**config.mk**
```make
export PLATFORM = sky130hd
export DESIGN_NAME = spi_rom_fetch_flat
export DESIGN_NICKNAME = d
export VERILOG_FILES = /design/src/rtl/spi_rom_fetch_pkg.sv /design/src/rtl/spi_rom_fetch_if.sv /design/src/rtl/spi_rom_fetch_shift_phy.sv /design/src/rtl/spi_rom_fetch.sv /design/src/flat_wrapper.sv
export SDC_FILE = /design/constraint.sdc
export NUM_CORES = 1
export LEC_CHECK = 0
export CAP_MARGIN = 20
export CORE_MARGIN = 2
export CORE_UTILIZATION = 45
export CTS_CLUSTER_DIAMETER = 150
export DETAILED_ROUTE_END_ITERATION = 12
export HOLD_SLACK_MARGIN = 0.06
export PLACE_DENSITY = 0.79
export SYNTH_ARGS = -nofsm -noshare
export SYNTH_HDL_FRONTEND = slang
export SYNTH_SLANG_ARGS = --single-unit
```
**constraint.sdc**
```tcl
create_clock -name clk -period 2.5 [get_ports clk]
set_clock_uncertainty 0.15 [all_clocks]
set_input_delay 0.625 -clock clk [delete_from_list [all_inputs] [get_ports clk]]
set_output_delay 0.625 -clock clk [all_outputs]
set_load 0.05 [all_outputs]
```
**src/rtl/spi_rom_fetch_pkg.sv**
```systemverilog
// Shared definitions for the SPI flash read master: FSM states, opcode and
// SPI field lengths.
package spi_rom_fetch_pkg;

  typedef enum logic [2:0] {
    ST_IDLE,
    ST_CMD,
    ST_ADDR,
    ST_DATA,
    ST_GAP
  } fetch_state_e;

  localparam logic [7:0] CMD_READ_DEF = 8'h03;

  localparam int CMD_BITS  = 8;
  localparam int ADDR_BITS = 24;
  localparam int BYTE_BITS = 8;
  localparam int PRE_BITS  = CMD_BITS + ADDR_BITS;
  localparam int BIT_CNT_W = 5;

  // Bit counters run down to zero, so a field of n bits loads n-1.
  function automatic logic [BIT_CNT_W-1:0] field_last(input int nbits);
    return BIT_CNT_W'(nbits - 1);
  endfunction

  function automatic logic [PRE_BITS-1:0] preamble(input logic [CMD_BITS-1:0]  cmd,
                                                   input logic [ADDR_BITS-1:0] addr);
    return {cmd, addr};
  endfunction

endpackage

```
**src/rtl/spi_rom_fetch_if.sv**
```systemverilog
// Request/byte-stream bus between the display path and the SPI flash read master.
interface spi_rom_fetch_if
  import spi_rom_fetch_pkg::*;
#(
  parameter int LEN_W = 5
);

  logic                 req;
  logic [ADDR_BITS-1:0] addr;
  logic [LEN_W-1:0]     len;
  logic                 abort;
  logic                 busy;
  logic                 byte_valid;
  logic [BYTE_BITS-1:0] byte_data;
  logic                 done;

  modport master (
    output req, addr, len, abort,
    input  busy, byte_valid, byte_data, done
  );

  modport slave (
    input  req, addr, len, abort,
    output busy, byte_valid, byte_data, done
  );

endinterface

```
**src/rtl/spi_rom_fetch_shift_phy.sv**
```systemverilog
// SPI mode-0 bit engine: registered clk/2 SCLK, MSB-first MOSI shifter and
// MISO sampler. The FSM decides when it loads, shifts or halts.
module spi_shift_phy
  import spi_rom_fetch_pkg::*;
(
  input  logic                 clk,
  input  logic                 reset_n,
  input  logic                 load,
  input  logic                 shift,
  input  logic                 halt,
  input  logic [PRE_BITS-1:0]  tx_word,
  input  logic                 spi_miso,
  output logic                 spi_sclk,
  output logic                 spi_mosi,
  output logic [BYTE_BITS-1:0] rx_byte
);

  logic [PRE_BITS-1:0] tx_sr;

  // A shift with SCLK high ends the bit: SCLK falls, MISO is taken and the next
  // MOSI bit is presented. Once the preamble is out tx_sr is all zeros, which
  // keeps MOSI low for the data phase.
  always_ff @(posedge clk or negedge reset_n) begin
    if (!reset_n) begin
      spi_sclk <= 1'b0;
      spi_mosi <= 1'b0;
      tx_sr    <= '0;
      rx_byte  <= '0;
    end else if (halt) begin
      spi_sclk <= 1'b0;
      spi_mosi <= 1'b0;
      tx_sr    <= '0;
    end else if (load) begin
      spi_sclk <= 1'b0;
      spi_mosi <= tx_word[PRE_BITS-1];
      tx_sr    <= {tx_word[PRE_BITS-2:0], 1'b0};
    end else if (shift) begin
      if (!spi_sclk) begin
        spi_sclk <= 1'b1;
      end else begin
        spi_sclk <= 1'b0;
        spi_mosi <= tx_sr[PRE_BITS-1];
        tx_sr    <= {tx_sr[PRE_BITS-2:0], 1'b0};
        rx_byte  <= {rx_byte[BYTE_BITS-2:0], spi_miso};
      end
    end
  end

endmodule

```
**src/rtl/spi_rom_fetch.sv**
```systemverilog
// SPI flash READ master: issues opcode + 24-bit address, then streams len bytes
// out as one-cycle strobes for the display line buffer.
//
// state   | meaning
// IDLE    | waiting for req; len==0 answers with done only
// CMD     | shifting the 8-bit read opcode
// ADDR    | shifting the 24-bit start address
// DATA    | receiving bytes; bytes_left==0 is the CS release cycle
// GAP     | CS low recovery time before the next request
module spi_rom_fetch
  import spi_rom_fetch_pkg::*;
#(
  parameter logic [7:0] CMD_READ = CMD_READ_DEF,
  parameter int         LEN_W    = 5,
  parameter int         CS_GAP   = 4
) (
  input  logic                  clk,
  input  logic                  reset_n,
  spi_rom_fetch_if.slave        bus,
  output logic                  spi_cs,
  output logic                  spi_sclk,
  output logic                  spi_mosi,
  input  logic                  spi_miso
);

  localparam int GAP_W = (CS_GAP < 2) ? 1 : $clog2(CS_GAP);
  localparam logic [GAP_W-1:0] GAP_LOAD = GAP_W'(CS_GAP - 1);

  fetch_state_e state_q, state_d;

  logic [BIT_CNT_W-1:0] bit_left_q, bit_left_d;
  logic [LEN_W-1:0]     bytes_left_q, bytes_left_d;
  logic [GAP_W-1:0]     gap_left_q, gap_left_d;
  logic                 cs_q, cs_d;
  logic                 done_q, done_d;
  logic                 byte_rdy_q, byte_rdy_d;
  logic                 byte_valid_q;
  logic [BYTE_BITS-1:0] byte_data_q;

  logic                 phy_load;
  logic                 phy_shift;
  logic                 phy_halt;
  logic [BYTE_BITS-1:0] rx_byte;
  logic                 sclk_w;
  logic                 mosi_w;

  spi_shift_phy u_phy (
    .clk      (clk),
    .reset_n  (reset_n),
    .load     (phy_load),
    .shift    (phy_shift),
    .halt     (phy_halt),
    .tx_word  (preamble(CMD_READ, bus.addr)),
    .spi_miso (spi_miso),
    .spi_sclk (sclk_w),
    .spi_mosi (mosi_w),
    .rx_byte  (rx_byte)
  );

  always_ff @(posedge clk or negedge reset_n) begin
    if (!reset_n) begin
      state_q      <= ST_IDLE;
      bit_left_q   <= '0;
      bytes_left_q <= '0;
      gap_left_q   <= '0;
      cs_q         <= 1'b0;
      done_q       <= 1'b0;
      byte_rdy_q   <= 1'b0;
      byte_valid_q <= 1'b0;
      byte_data_q  <= '0;
    end else begin
      state_q      <= state_d;
      bit_left_q   <= bit_left_d;
      bytes_left_q <= bytes_left_d;
      gap_left_q   <= gap_left_d;
      cs_q         <= cs_d;
      done_q       <= done_d;
      byte_rdy_q   <= byte_rdy_d;
      byte_valid_q <= byte_rdy_q;
      if (byte_rdy_q) byte_data_q <= rx_byte;
    end
  end

  always_comb begin
    state_d      = state_q;
    bit_left_d   = bit_left_q;
    bytes_left_d = bytes_left_q;
    gap_left_d   = gap_left_q;
    cs_d         = cs_q;
    done_d       = 1'b0;
    byte_rdy_d   = 1'b0;
    phy_load     = 1'b0;
    phy_shift    = 1'b0;
    phy_halt     = 1'b0;

    case (state_q)
      ST_IDLE: begin
        // done_q blocks a req that coincides with a zero-length completion.
        if (bus.req && !done_q) begin
          if (bus.len == '0) begin
            done_d = 1'b1;
          end else begin
            state_d      = ST_CMD;
            cs_d         = 1'b1;
            phy_load     = 1'b1;
            bit_left_d   = field_last(CMD_BITS);
            bytes_left_d = bus.len;
          end
        end
      end

      ST_CMD, ST_ADDR, ST_DATA: begin
        if (bus.abort || (state_q == ST_DATA && bytes_left_q == '0)) begin
          state_d    = ST_GAP;
          cs_d       = 1'b0;
          done_d     = 1'b1;
          phy_halt   = 1'b1;
          gap_left_d = GAP_LOAD;
        end else begin
          phy_shift = 1'b1;
          if (sclk_w) begin
            if (bit_left_q != '0) begin
              bit_left_d = bit_left_q - 1'b1;
            end else if (state_q == ST_CMD) begin
              state_d    = ST_ADDR;
              bit_left_d = field_last(ADDR_BITS);
            end else if (state_q == ST_ADDR) begin
              state_d    = ST_DATA;
              bit_left_d = field_last(BYTE_BITS);
            end else begin
              byte_rdy_d   = 1'b1;
              bytes_left_d = bytes_left_q - 1'b1;
              bit_left_d   = field_last(BYTE_BITS);
            end
          end
        end
      end

      ST_GAP: begin
        if (gap_left_q == '0) state_d = ST_IDLE;
        else gap_left_d = gap_left_q - 1'b1;
      end

      default: state_d = ST_IDLE;
    endcase
  end

  assign spi_cs         = cs_q;
  assign spi_sclk       = sclk_w;
  assign spi_mosi       = mosi_w;
  assign bus.busy       = (state_q != ST_IDLE);
  assign bus.done       = done_q;
  assign bus.byte_valid = byte_valid_q;
  assign bus.byte_data  = byte_data_q;

endmodule
```
**src/flat_wrapper.sv**
```systemverilog
// flat-port wrapper written by rule: the top's interface ports become plain ports
module spi_rom_fetch_flat import spi_rom_fetch_pkg::*;
#(
  parameter logic [7:0] CMD_READ = CMD_READ_DEF,
  parameter int         LEN_W    = 5,
  parameter int         CS_GAP   = 4
)
  (clk, reset_n, spi_cs, spi_sclk, spi_mosi, spi_miso, bus_req, bus_addr, bus_len, bus_abort, bus_busy, bus_byte_valid, bus_byte_data, bus_done);
  spi_rom_fetch_if #(.LEN_W(LEN_W)) bus_i ();
  input  logic clk;
  input  logic reset_n;
  output logic spi_cs;
  output logic spi_sclk;
  output logic spi_mosi;
  input  logic spi_miso;
  input wire logic [$bits(bus_i.req)-1:0] bus_req;
  input wire logic [$bits(bus_i.addr)-1:0] bus_addr;
  input wire logic [$bits(bus_i.len)-1:0] bus_len;
  input wire logic [$bits(bus_i.abort)-1:0] bus_abort;
  output wire logic [$bits(bus_i.busy)-1:0] bus_busy;
  output wire logic [$bits(bus_i.byte_valid)-1:0] bus_byte_valid;
  output wire logic [$bits(bus_i.byte_data)-1:0] bus_byte_data;
  output wire logic [$bits(bus_i.done)-1:0] bus_done;
  assign bus_i.req = bus_req;
  assign bus_i.addr = bus_addr;
  assign bus_i.len = bus_len;
  assign bus_i.abort = bus_abort;
  assign bus_busy = bus_i.busy;
  assign bus_byte_valid = bus_i.byte_valid;
  assign bus_byte_data = bus_i.byte_data;
  assign bus_done = bus_i.done;
  spi_rom_fetch #(.CMD_READ(CMD_READ), .LEN_W(LEN_W), .CS_GAP(CS_GAP)) u_core (.clk(clk), .reset_n(reset_n), .bus(bus_i), .spi_cs(spi_cs), .spi_sclk(spi_sclk), .spi_mosi(spi_mosi), .spi_miso(spi_miso));
endmodule
```
## Yosys cells after proc, flatten, opt, wreduce, memory -nomap -nowiden

Cells that the tools add are included.

| word-level totals | value |
|---|---|
| flip-flop bits (word level) | 69 |
| input port bits | 34 |
| output and inout bits | 14 |
| logic and storage cells | 116 |

| cells by class | value |
|---|---|
| $add $sub $neg | 3 |
| eq/ne operators | 17 |
| multiplexer cells | 59 |
| bitwise logic cells | 2 |
| reductions and logical operators | 22 |

Operator list:

| cell | count |
|---|---|
| 32-bit two-way mux | 4 |
| 5-bit two-way mux | 13 |
| 1-bit two-way mux | 26 |
| 3-bit two-way mux | 8 |
| 5-bit case mux with 2 select lines | 2 |
| 2-bit != test, second input constant | 7 |
| 5-bit logical NOT | 2 |
| 5-bit by 1-bit subtractor with 5-bit output, second input constant | 2 |
| 3-bit case mux with 3 select lines | 1 |
| 3-bit nonzero test | 3 |
| 4-bit AND reduction | 2 |
| 8-bit AND reduction | 1 |
| 3-bit by 2-bit equality test with 1-bit output, second input constant | 2 |
| 2-bit by 1-bit != test with 1-bit output, second input constant | 3 |
| 3-bit by 2-bit != test with 1-bit output, second input constant | 2 |
| 6-bit AND reduction | 1 |
| 5-bit AND reduction | 1 |
| 5-bit nonzero test | 1 |
| 2-bit two-way mux | 2 |
| 4-bit by 1-bit != test with 1-bit output, second input constant | 1 |
| 1-bit case mux with 2 select lines | 2 |
| 2-bit case mux with 2 select lines | 1 |
| 2-bit nonzero test | 2 |
| 3-bit by 1-bit equality test with 1-bit output, second input constant | 1 |
| 11 further kinds | 13 |

## Logic depth before layout (Yosys ltp)

Gate-level depths: netlist (run 1).

| logic depth | value |
|---|---|
| depth in word-level cells | 8 |
| depth in mapped cells | 8 |
| gate-level depth less buffers | 6 |

## Cells and area by module

Synthesis (run 1) repeated with hierarchy kept, for this count alone.

| unflattened totals | value |
|---|---|
| cells, all modules | 304 |
| area, all modules | 3472.1 µm² |

Modules (own cells, without submodules):

| module | instances | cells an instance | area each (µm²) | seq. area each (µm²) |
|---|---|---|---|---|
| spi_shift_phy | 1 | 162 | 1979.4 | 1026.0 |
| spi_rom_fetch | 1 | 142 | 1492.7 | 675.6 |

## Least setup slack after synthesis (run 1)

No wires, ideal clock.

| timing | value |
|---|---|
| kind | register to register |
| start | reg u_core.done_q, in the netlist u_core.bus.done |
| end | reg u_core.u_phy.tx_sr[10] |
| setup time | 0.140 ns |
| data arrival time | 1.936 ns |
| data required time | 2.210 ns |
| slack | 0.274 ns |
| cell stages (with the launch flop) | 6 |
| path buffers | 1 |
| period minus slack after synthesis | 2.226 ns |
| cells stage by stage | dfrtp_1 nand2b_1 a221o_1 nor2_1 buf_2 a311oi_2 |

| on the way | value |
|---|---|
| word-level cells in the longest chain between the ends | 6 |
| elaborated cells on any way between the ends | 9 |
| those cells by class | mux (4); reduce/logical (5) |

RTL lines:

| element | line | text |
|---|---|---|
| start, declared | spi_rom_fetch.sv:35 | `logic done_q, done_d;` |
| start signal, assigned | spi_rom_fetch.sv:77 | `done_q <= done_d;` |
| 1-bit logical NOT * | spi_rom_fetch.sv:99 | `if (bus.req && !done_q) begin` |
| 1-bit logical AND * | spi_rom_fetch.sv:99 |  |
| 1-bit two-way mux * | spi_rom_fetch.sv:99 |  |
| 1-bit two-way mux * | spi_rom_fetch.sv:96 | `case (state_q)` |
| 3-bit nonzero test (no line) / 32-bit two-way mux (equally long branches) | - |  |
| 2-bit AND reduction (no line) / 32-bit two-way mux (equally long branches) | - |  |
| end signal, assigned | spi_rom_fetch_shift_phy.sv:36 | `tx_sr <= {tx_word[PRE_BITS-2:0], 1'b0};` |
| end signal, assigned | spi_rom_fetch_shift_phy.sv:43 | `tx_sr <= {tx_sr[PRE_BITS-2:0], 1'b0};` |
| end, declared | spi_rom_fetch_shift_phy.sv:18 | `logic [PRE_BITS-1:0] tx_sr;` |

Every way passes the cells marked *; elsewhere a longest branch is shown, timed or not.
A chain may end at the register's enable or synchronous reset.

## Final worst setup path (run 1)

| timing | value |
|---|---|
| start | reg u_core.state_q[0] |
| end | out bus_busy |

| on the way | value |
|---|---|
| word-level cells in the longest chain between the ends | 1 |

RTL lines:

| element | line | text |
|---|---|---|
| start, declared | spi_rom_fetch.sv:29 | `fetch_state_e state_q, state_d;` |
| start signal, assigned | spi_rom_fetch.sv:72 | `state_q <= state_d;` |
| 3-bit nonzero test | spi_rom_fetch.sv:151 | `assign bus.busy = (state_q != ST_IDLE);` |
| end, declared | flat_wrapper.sv:20 | `output wire logic [$bits(bus_i.busy)-1:0] bus_busy;` |

Every way passes these cells.

==> summary.md, run 1 <==
| Metric | Value |
|---|---|
| Nets | about 420 |
| CTS clock-pin slew for the worst setup and hold paths | around 0.080 ns |
| GP Congestion | a little over 0.9 |
| Die height | just over 90 µm |
| Die footprint | around 0.0084 mm² |
| Number of H-tree levels | 3 |
| CTS root buffer | clkbuf_8 |
| CTS tree | yes |
| Max stage delay cell, worst path | dfrtp_1 |
| Final setup viols | 0 |
| Leakage | around 1.9 nW |
| GRT overflow | 0 |
| Placed Instance Area | between 0.004 and 0.005 mm² |
| Busiest layer in global routing | met2 |
| Synth Register Bits | a little under 70 |
| Outcome | completed |
| CP Launch Type | flop |
| Area contributors post-synth | dfrtp_1 (49%), a311oi_2 (6.9%), nand2_1 (6.5%) |
| Critical path required time | 1.73 ns |
| DRT Pass-1 Iters | 5 |
| Fill count | 650 |
| DP Worst Slack | -0.0553 ns |
| Mapped Avg Cell Area | ~11 µm² |
| RSZ-0062 raised after global routing | no |
| Number of diodes | 0 |
| Setup ws final | slightly above 0.08 ns |
| Final Cycle Share | about 97% |
| Initial antenna violation count | 0 |
| Slew HR | 58.4% |
| CP Cell Sequence | or3_1, buf_4 |
| Top-count cell post-synth | dfrtp_1 |
| Tmin final | 2.42 ns |
| Top-area cell type share of the netlist area | about half |
| Critical path class | flop to output port |
| Syn Nets | ~370 |
| Core ar. | about 0.0076 mm² |
| FF-to-FF path depth | 7 |
| Drt wl/cell | 16.4 µm |
| Most frequent cells after synthesis | dfrtp_1 (68), nand2_1 (60), a21oi_1 (34) |
| Die Wd | between 90 and 100 µm |
| R2r startpoint | u_core.bytes_left_q[0] |
| Ys async rst share | 100% |
| Arr. time, crit path | between 1.5 and 2 ns |
| EDFF count, synth | 0 |
| Slew @ Worst Pin | 0.624 ns |
| RR Endpoint | u_core.u_phy.tx_sr[1] |
| CTS Buf Count | 9 |
| Share of cells above drive strength 1 | 20.8% |
| Post-synth cell types | 55 |
| Critical Path Sink Type | output port |
| Area grow syn2layout | 27.7% |
| Area of the multi-input gates | 0.00160 mm² |
| Worst-Skew Late Latency | approximately 0.35 ns |
| CTS Buffer Depth | 2 |
| Mapped Cells | between 300 and 400 |
| CP bufs+invs | 1 |
| Drt drc | 0 |
| Synth area leader | dfrtp_1 |
| Finished Cell Area | about 0.0044 mm² |
| Worst hold path type | input pin to asynchronous set/reset pin |
| Max-slew violations | 0 |
| Cell depth of the worst setup path | 2 |
| Hold Vio Cnt, Final | 0 |
| PwrDens | about 1100 mW/mm² |
| Post-DR vias/cell | just under 6 |
| Number of global-route vias before repair | about 2800 |
| Post-synthesis sequential area ratio | 49.0% |
| Worst ir drop on vdd | around 0.48 mV |
| Sequential cell area | roughly 0.0017 mm² |
| R2r setup slk | ~0.11 ns |
| CP startpoint | u_core.state_q[0] |
| Total number of vias | between 2000 and 3000 |
| Max Cap Viol | 0 |
| Standard-cell rows | 32 |
| M3 GR Usage | 4.52% |
| Initial drt markers | around 210 |
| Util after Layout | roughly three fifths |
| Highest Clock Rate | approximately 410 MHz |
| I/O Buffers | 47 |
| Slowest Stage Delay on Critical Path | between 0.5 and 0.6 ns |
| Worst setup path endpoint | bus_busy |
| Largest net degree at the start of global routing | 31 |
| Cell area after synthesis | between 0.003 and 0.004 mm² |
| M2 GR Usage | 30.9% |
| Ys flop type | dfrtp_1 |
| First-pass GRT wire length | roughly 14000 µm |
| Sink Count | between 60 and 70 |
| GRT Util Overall | roughly 20% |
| Io pins | between 40 and 50 |
| DRT Wirelength | approximately 8100 µm |
| Starting Density | 45.7% |
| Final ANT Viol Nets | 0 |
| Met1 Usage GRT | approximately 28% |
| Dpl hpwl | between 5000 and 6000 µm |
| CP delay by family, top | flip-flops |
| YS warnings | 0 |
| Critical path fanouts, max | 14 |
| WHS | between 0.1 and 0.15 ns |
cells in the final DEF (no fill, tap or decap), drive strengths merged, types with 2 or more instances in the layout:
master	count
a211o	3
a21oi	34
a22o	9
a22oi	3
a311oi	23
a31oi	9
a41oi	2
and3	2
buf	29
bufinv	3
clkbuf	9
clkdlybuf4s50	44
clkinv	2
dfrtp	68
ha	4
inv	9
mux2	16
nand2	60
nand2b	4
nand3	2
nor2	10
nor3	6
nor4	2
nor4b	3
o21ai	4
o22ai	2
o31ai	3
o41ai	3
or3	2
where the power goes:
group	internal (mW)	total (mW)	switching [mW]
sequential	1.46	1.75	0.294
clock	0.669	1.12	0.450
combinational	0.950	2.13	1.18
total	3.08	5.00	1.92
cells by family after synthesis:
| group | synth area share, % |
|---|---|
| compound gates | 25.5 |
| simple gates | 14.0 |
| flops | 49.0 |
| buf+inv | 4.90 |
| mux | 5.19 |
| fa+ha+maj | 1.44 |
sequential cells by signal (all words and copies together), names as in the netlist:
name,cells
u_core.bytes_left_q,5
u_core.state_q,3
u_core.byte_rdy_q,1
u_core.u_phy.rx_byte,8
u_core.u_phy.tx_sr,31
u_core.bus.byte_data,8
u_core.u_phy.spi_sclk,1
u_core.bit_left_q,5
u_core.gap_left_q,2
u_core.bus.done,1
u_core.spi_cs,1
u_core.u_phy.spi_mosi,1
u_core.bus.byte_valid,1
metal layers:
metal	share of wire (%)	wire length, µm
met5	0	0
met4	1.5	122
met1	45	3630
met3	6.1	492
met2	47	3820
stage by stage:
step           std cells  total power, mW  setup TNS (ns)
2_1_floorplan        327             3.24               0
3_3_place_gp         475             3.79               0
3_5_place_dp         475             3.88          -0.403
4_1_cts              491             5.01               0
5_1_grt              491             5.33               0
6_report             491             5.00               0
timing repair:
item | in CTS | in global routing
hold buffers | 0 | 0
resized for setup | 0 | 1
setup buffers | 0 | 0
endpoints found under the setup margin | 0 | 1
how the worst min path moves through the flow:
stage	start	end	slack [ns]	depth (start not counted)
finish	reset_n	u_core.bus.byte_valid	0.13	1
floorplan	reset_n	u_core.bit_left_q[0]	0.18	0
global placement	u_core.gap_left_q[0]	u_core.gap_left_q[0]	0.31	1
detailed placement	u_core.u_phy.rx_byte[7]	u_core.u_phy.rx_byte[7]	0.33	1
global route	reset_n	u_core.u_phy.rx_byte[2]	0.18	1
CTS	reset_n	u_core.bus.byte_data[0]	0.15	1
cell type report:
cell class / instances / share of cell area (%)
flip-flops and latches: 68 / 38.4
multi-input cells: 225 / 36.2
well taps: 102 / 2.88
clock buffers: 9 / 2.79
repair buffers: 73 / 16.5
clock inverters: 7 / 2.74
inverters: 7 / 0.592
Note: power is estimated with default switching activity, not from simulation.
==> inputs of run 2 (changes only) <==
--- a/config.mk
+++ b/config.mk
@@ -5,7 +5,6 @@
 export SDC_FILE = /design/constraint.sdc
 export NUM_CORES = 1
 export LEC_CHECK = 0
-export CAP_MARGIN = 20
 export CORE_MARGIN = 2
 export CORE_UTILIZATION = 45
 export CTS_CLUSTER_DIAMETER = 150
==> constraint.sdc (replaced) <==
create_clock -name clk -period 2.34 [get_ports clk]
set_clock_uncertainty 0.15 [all_clocks]
set_input_delay 0.585 -clock clk [delete_from_list [all_inputs] [get_ports clk]]
set_output_delay 0.585 -clock clk [all_outputs]
set_load 0.05 [all_outputs]
==> run 2 against run 1 <==
Compared with the run above: design area increased by 0.48%; wire length decreased by 2.5%; via count decreased by 1.2%; combinational power increased by 8%; global-route usage decreased by 0.48 points; register-to-register slack improved by 0.05 ns; power increased by 5.0%; critical endpoint unchanged; largest cell class unchanged.
==> summary.md, run 2 (synthesis results as in run 1) <==
| Metric | Value |
|---|---|
| Most frequent cells in the layout | dfrtp_1 (66), nand2_1 (60), clkdlybuf4s50_1 (44), a21oi_1 (34), buf_4 (28) |
| Share of cells above drive strength 1 | between 20% and 30% |
| FF-to-FF path depth | 8 |
| DRT Wirelength | 7860 µm |
| Final ANT Viol Nets | 0 |
| Final setup viols | 0 |
| Initial antenna violation count | 0 |
| CTS clock-pin slew for the worst setup and hold paths | approximately 0.080 ns |
| Number of H-tree levels | 3 |
| Starting Density | a little under half |
| Max Cap Viol | 0 |
| P_int | approximately 3.2 mW |
| P_sw | ~2.0 mW |
| Critical path class | flop to output port |
| GRT overflow | 0 |
| Outcome | completed |
| Fill count | 636 |
| Drt wl/cell | between 15 and 20 µm |
| Logic gate share of total power | around 44% |
| GP Congestion | 0.875 |
| Sequential cell area | roughly 0.0017 mm² |
| Busiest layer in global routing | met2 |
| Commonest non-fill, non-tap cell in the layout | dfrtp_1 |
| Io pins | 48 |
| Final Cycle Share | roughly 96% |
| Met1 Usage GRT | approximately a quarter |
| Drt drc | 0 |
| CP Launch Type | flop |
| Worst-Skew Late Latency | ~0.35 ns |
| Largest net degree at the start of global routing | slightly below 70 |
| Core ar. | approximately 0.0076 mm² |
| CP bufs+invs | 1 |
| Slew HR | 58.8% |
| Max-slew violations | 0 |
| CTS tree | yes |
| Setup ws final | between 0.08 and 0.09 ns |
| I/O Buffers | 47 |
| Max stage delay cell, worst path | dfrtp_2 |
| Slowest Stage Delay on Critical Path | slightly above 0.5 ns |
| Clock network fraction of design power | roughly a fifth |
| Critical path required time | roughly 1.6 ns |
| Worst ir drop on vdd | between 0.5 and 0.6 mV |
| Standard-cell rows | 32 |
| Critical path fanouts, max | 14 |
| RSZ-0062 raised after global routing | no |
| Hold Vio Cnt, Final | 0 |
| CP startpoint | u_core.state_q[0] |
| Initial drt markers | 163 |
| CTS Buf Count | 9 |
| Setup Buffers After CTS | 0 |
| Worst setup path endpoint | bus_busy |
| Worst hold path type | input pin to asynchronous set/reset pin |
| Number of diodes | 0 |
| Dpl hpwl | roughly 5300 µm |
| CTS Buffer Depth | 2 |
| Util after Layout | between 50 and 60% |
| Critical Path Sink Type | output port |
| Number of global-route vias before repair | 2872 |
| WHS | just under 0.09 ns |
| Max reg flops | 31 |
| CP Cell Sequence | or3_4, buf_4 |
| R2r startpoint | u_core.bytes_left_q[0] |
| R2r setup slk | between 0.15 and 0.2 ns |
| Hold Buf Count CTS | 0 |
| Flop pwr share | between 30% and 40% |
| Arr. time, crit path | between 1.5 and 2 ns |
| Die footprint | 0.00844 mm² |
| CTS root buffer | clkbuf_8 |
| GRT Util Overall | about a fifth |
| Die Wd | between 90 and 100 µm |
| M3 GR Usage | under 10% |
| Sw Share | around 39% |
| Area grow syn2layout | 28.4% |
| CP delay by family, top | flip-flops |
| DP Worst Slack | -0.232 ns |
| Total number of vias | 2858 |
| First-pass GRT wire length | 13300 µm |
| RR Endpoint | u_core.u_phy.rx_byte[1] |
| DRT Pass-1 Iters | 5 |
| Leakage | approximately 1.9 nW |
| Most flops, register | u_core.u_phy.tx_sr |
| Sink Count | 68 |
| Die height | slightly above 90 µm |
| PwrDens | between 1000 and 1500 mW/mm² |
| Nets | about 430 |
| Slew @ Worst Pin | 0.613 ns |
| Total power | about 5.3 mW |
| Cell depth of the worst setup path | 2 |
| Area of the multi-input gates | about 0.0016 mm² |
| Tmin final | ~2.3 ns |
| Highest Clock Rate | about 440 MHz |
| M2 GR Usage | approximately 30% |
| Post-DR vias/cell | between 5 and 6 |
run 2: cell types whose count changed in the layout (fill, tap and decap cells not counted), sizes merged:
| cell | delta |
|---|---|
| clkinv | -1 |
| buf | +6 |
| bufinv | -1 |
| inv | -1 |
| clkinvlp | +3 |
run 2: worst min path at each step:
stage               slack, ns                 start  cells past startpoint                endpoint
floorplan                0.14               reset_n                      0    u_core.bit_left_q[0]
global placement         0.31  u_core.gap_left_q[0]                      1    u_core.gap_left_q[0]
detailed placement       0.33  u_core.gap_left_q[0]                      1    u_core.gap_left_q[0]
CTS                      0.11               reset_n                      2  u_core.bytes_left_q[1]
global route             0.12               reset_n                      2  u_core.bytes_left_q[1]
finish                   0.09               reset_n                      2  u_core.bytes_left_q[2]
run 2: power by group through the flow:
stage	Clock [mW]	Sequential [mW]	Combinational, mW
final	1.09	1.86	2.30
after global routing	1.16	1.91	2.53
after CTS	1.11	1.85	2.29
after detailed placement	0	1.87	2.29
after global placement	0	1.85	2.20
after floorplan	0	1.82	1.64
run 2: what timing repair did:
item                       in CTS  in global routing
gates resized for setup         2                  2
cloned                          0                  0
hold endpoints to repair        0                  0
setup endpoints to repair       1                  2
run 2: metal layers:
metal | wire [µm] | vias up
met5 | 0 | -
met1 | 3630 | 1415
met3 | 414 | 11
met2 | 3700 | 92
li1 | - | 1340
met4 | 117 | 0
run 2: metrics by stage:
step	setup TNS [ns]	instance area [µm²]	std cells
floorplan	0	3470	327
global placement	-4.07	4220	481
detailed placement	-5.84	4220	481
CTS	0	4450	497
global route	0	4460	497
finish	0	4460	497
run 2: layout make-up:
type	count	share of cell area [%]
clock inverter	7	2.25
tap	102	2.86
clock buffer	9	2.78
timing repair buffer	79	17.2
inverter	7	0.589
sequential	68	38.2
multi-input combinational	225	36.1
run 2: worst reg2reg max path, stage by stage (launching register included):
cell     delay (ns)
dfrtp_1        0.39
inv_1          0.12
ha_1           0.15
nor4b_2        0.33
buf_4          0.20
and2_1         0.19
nor3_4         0.07
buf_12         0.15
mux2_1         0.32
==> inputs of run 3 (changes only) <==
--- a/config.mk
+++ b/config.mk
@@ -10,7 +10,7 @@
 export CTS_CLUSTER_DIAMETER = 150
 export DETAILED_ROUTE_END_ITERATION = 12
 export HOLD_SLACK_MARGIN = 0.06
-export PLACE_DENSITY = 0.79
+export PLACE_DENSITY = 0.72
 export SYNTH_ARGS = -nofsm -noshare
 export SYNTH_HDL_FRONTEND = slang
 export SYNTH_SLANG_ARGS = --single-unit
==> constraint.sdc (replaced) <==
create_clock -name clk -period 1.9 [get_ports clk]
set_clock_uncertainty 0.15 [all_clocks]
set_input_delay 0.475 -clock clk [delete_from_list [all_inputs] [get_ports clk]]
set_output_delay 0.475 -clock clk [all_outputs]
set_load 0.05 [all_outputs]
==> run 3 against run 2 <==
Compared with the run above: the flow now finishes with violations (negative setup slack); wire length is 30% higher; clock-buffer cell count is 1 higher; flip-flop and latch count stayed put; register-to-register slack worse by 0.35 ns; power is 47% higher; combinational power is 86% higher; core utilization is 11 points higher; critical path depth is 5 higher; critical path type is now flop to flop; largest power group unchanged.
==> summary.md, run 3 (synthesis results as in run 1) <==
| Metric | Value |
|---|---|
| Outcome | complete, but fails checks |
| Failing checks | negative setup slack |
| RSZ-0062 raised after global routing | yes |
| Die Wd | between 90 and 100 µm |
| Critical Path Sink Type | flop |
| GP Congestion | roughly 0.84 |
| P_sw | 3.09 mW |
| CTS tree | yes |
| Most frequent cells in the layout | dfrtp_1 (64), buf_4 (60), nand2_1 (51), a21oi_1 (30), clkdlybuf4s50_1 (26) |
| Final setup viols | 46 |
| Area grow syn2layout | 52.8% |
| Dpl hpwl | between 5000 and 6000 µm |
| Total number of vias | approximately 3200 |
| Max reg flops | 31 |
| Slew @ Worst Pin | 0.509 ns |
| Leakage | about 2.3 nW |
| Placed Instance Area | 0.00446 mm² |
| Hold Vio Cnt, Final | 0 |
| Standard-cell rows | 32 |
| Die height | between 90 and 100 µm |
| Drt wl/cell | ~19 µm |
| Arr. time, crit path | ~2.2 ns |
| Initial drt markers | between 200 and 250 |
| Setup ws final | -0.189 ns |
| Post-DR vias/cell | 5.83 |
| Drt drc | 0 |
| Final Cycle Share | 110% |
| P_int | 4.66 mW |
| Number of diodes | 0 |
| Initial antenna violation count | 0 |
| I/O Buffers | 47 |
| Critical path fanouts, max | 7 |
| Max Cap Viol | 0 |
| Worst hold path type | flop to flop |
| Slew HR | between 60% and 70% |
| CTS clock-pin slew for the worst setup and hold paths | roughly 0.070 ns |
| Commonest non-fill, non-tap cell in the layout | dfrtp_1 |
| CTS Buf Count | 9 |
| Worst-Skew Late Latency | about 0.35 ns |
| Die footprint | 0.00844 mm² |
| Dpl cells | between 500 and 600 |
| Io pins | between 40 and 50 |
| DRT Wirelength | roughly 10000 µm |
| GRT Util Overall | a little under a quarter |
| Critical path class | flop to flop |
| Sw Share | about two fifths |
| Final ANT Viol Nets | 0 |
| Max-slew violations | 0 |
| Most flops, register | u_core.u_phy.tx_sr |
| First-pass GRT wire length | 15100 µm |
| Finished Cell Area | 0.00531 mm² |
| Tmin final | between 2 and 2.5 ns |
| Share of cells above drive strength 1 | a little under half |
| Fin Setup TNS | -4.14 ns |
| CTS root buffer | clkbuf_8 |
| Nets | ~480 |
| CP Launch Type | flop |
| Flop pwr share | a little under 30% |
| DRT Pass-1 Iters | 4 |
| PwrDens | 1460 mW/mm² |
| Number of global-route vias before repair | 3085 |
| CTS Buffer Depth | 2 |
| Sink Count | 68 |
| Starting Density | approximately 46% |
| GRT overflow | 0 |
| Total power | about 7.7 mW |
| Clock network fraction of design power | around 15% |
| Largest net degree at the start of global routing | 35 |
| Non-Filler Instances | approximately 540 |
| Highest Clock Rate | 479 MHz |
| Worst ir drop on vdd | ~0.83 mV |
| Logic gate share of total power | between 50% and 60% |
| Core ar. | 0.00761 mm² |
| Critical path required time | about 2.0 ns |
| Number of H-tree levels | 3 |
## run 3: path summary, 6_finish.rpt
check | from | endpoint | slack (ns) | depth (start not counted)
min reg2reg | u_core.gap_left_q[0] | u_core.gap_left_q[0] | 0.33 | 1
max reg2reg | u_core.state_q[1] | u_core.u_phy.tx_sr[4] | -0.19 | 7
max in group asynchronous | reset_n | u_core.u_phy.spi_sclk | 0.59 | 3
min in group asynchronous | reset_n | u_core.bytes_left_q[2] | 0.45 | 2
min | u_core.gap_left_q[0] | u_core.gap_left_q[0] | 0.33 | 1
max | u_core.state_q[1] | u_core.u_phy.tx_sr[4] | -0.19 | 7
## run 3: final cells by class
cell class              instances  area (µm²)
clock inverters                 6        65.1
flip-flops and latches         68        1710
well taps                     102         128
multi-input cells             225        1980
clock buffers                  10         128
inverters                       7        26.3
repair buffers                126        1280
fillers                       521        2300
## run 3: through the flow
stage	utilization [%]	setup WS (ns)	hold slack, ns
floorplan	-	-0.178	0.0294
global placement	58.7	-0.439	0.297
detailed placement	58.7	-0.536	0.299
CTS	64.7	-0.147	0.330
global route	69.8	-0.211	0.359
finish	69.8	-0.189	0.327
## run 3: critical path, cell delays in order, from the launching register on
cell and delay [ns]:
dfrtp_2 0.42, or3_4 0.38, buf_6 0.13, a211oi_4 0.22, buf_6 0.18, buf_12 0.14
nand2_2 0.05, a311oi_2 0.30
## run 3: per-layer routing
metal / track usage [%] / part of all wire [%]
met1: 31.3 / 43
met2: 36.0 / 50
met3: 4.52 / 5.2
met4: 7.34 / 1.9
met5: 0 / 0
## run 3: repair_timing
| action | in CTS | in global routing |
|---|---|---|
| hold endpoints to repair | 14 | 0 |
| hold buffers | 1 | 0 |
| gates resized for setup | 35 | 69 |
| setup endpoints to repair | 53 | 57 |
| pin swaps | 12 | 36 |
| gates cloned | 2 | 2 |
| buffers inserted | 11 | 12 |
## run 3: power groups by stage
stage / combinational [mW] / sequential, mW / clock, mW
after detailed placement: 3.22 / 2.26 / 0
after global routing: 4.54 / 2.34 / 1.29
after floorplan: 2.09 / 2.25 / 0
after CTS: 3.61 / 2.24 / 1.20
after global placement: 3.11 / 2.25 / 0
final: 4.27 / 2.29 / 1.18
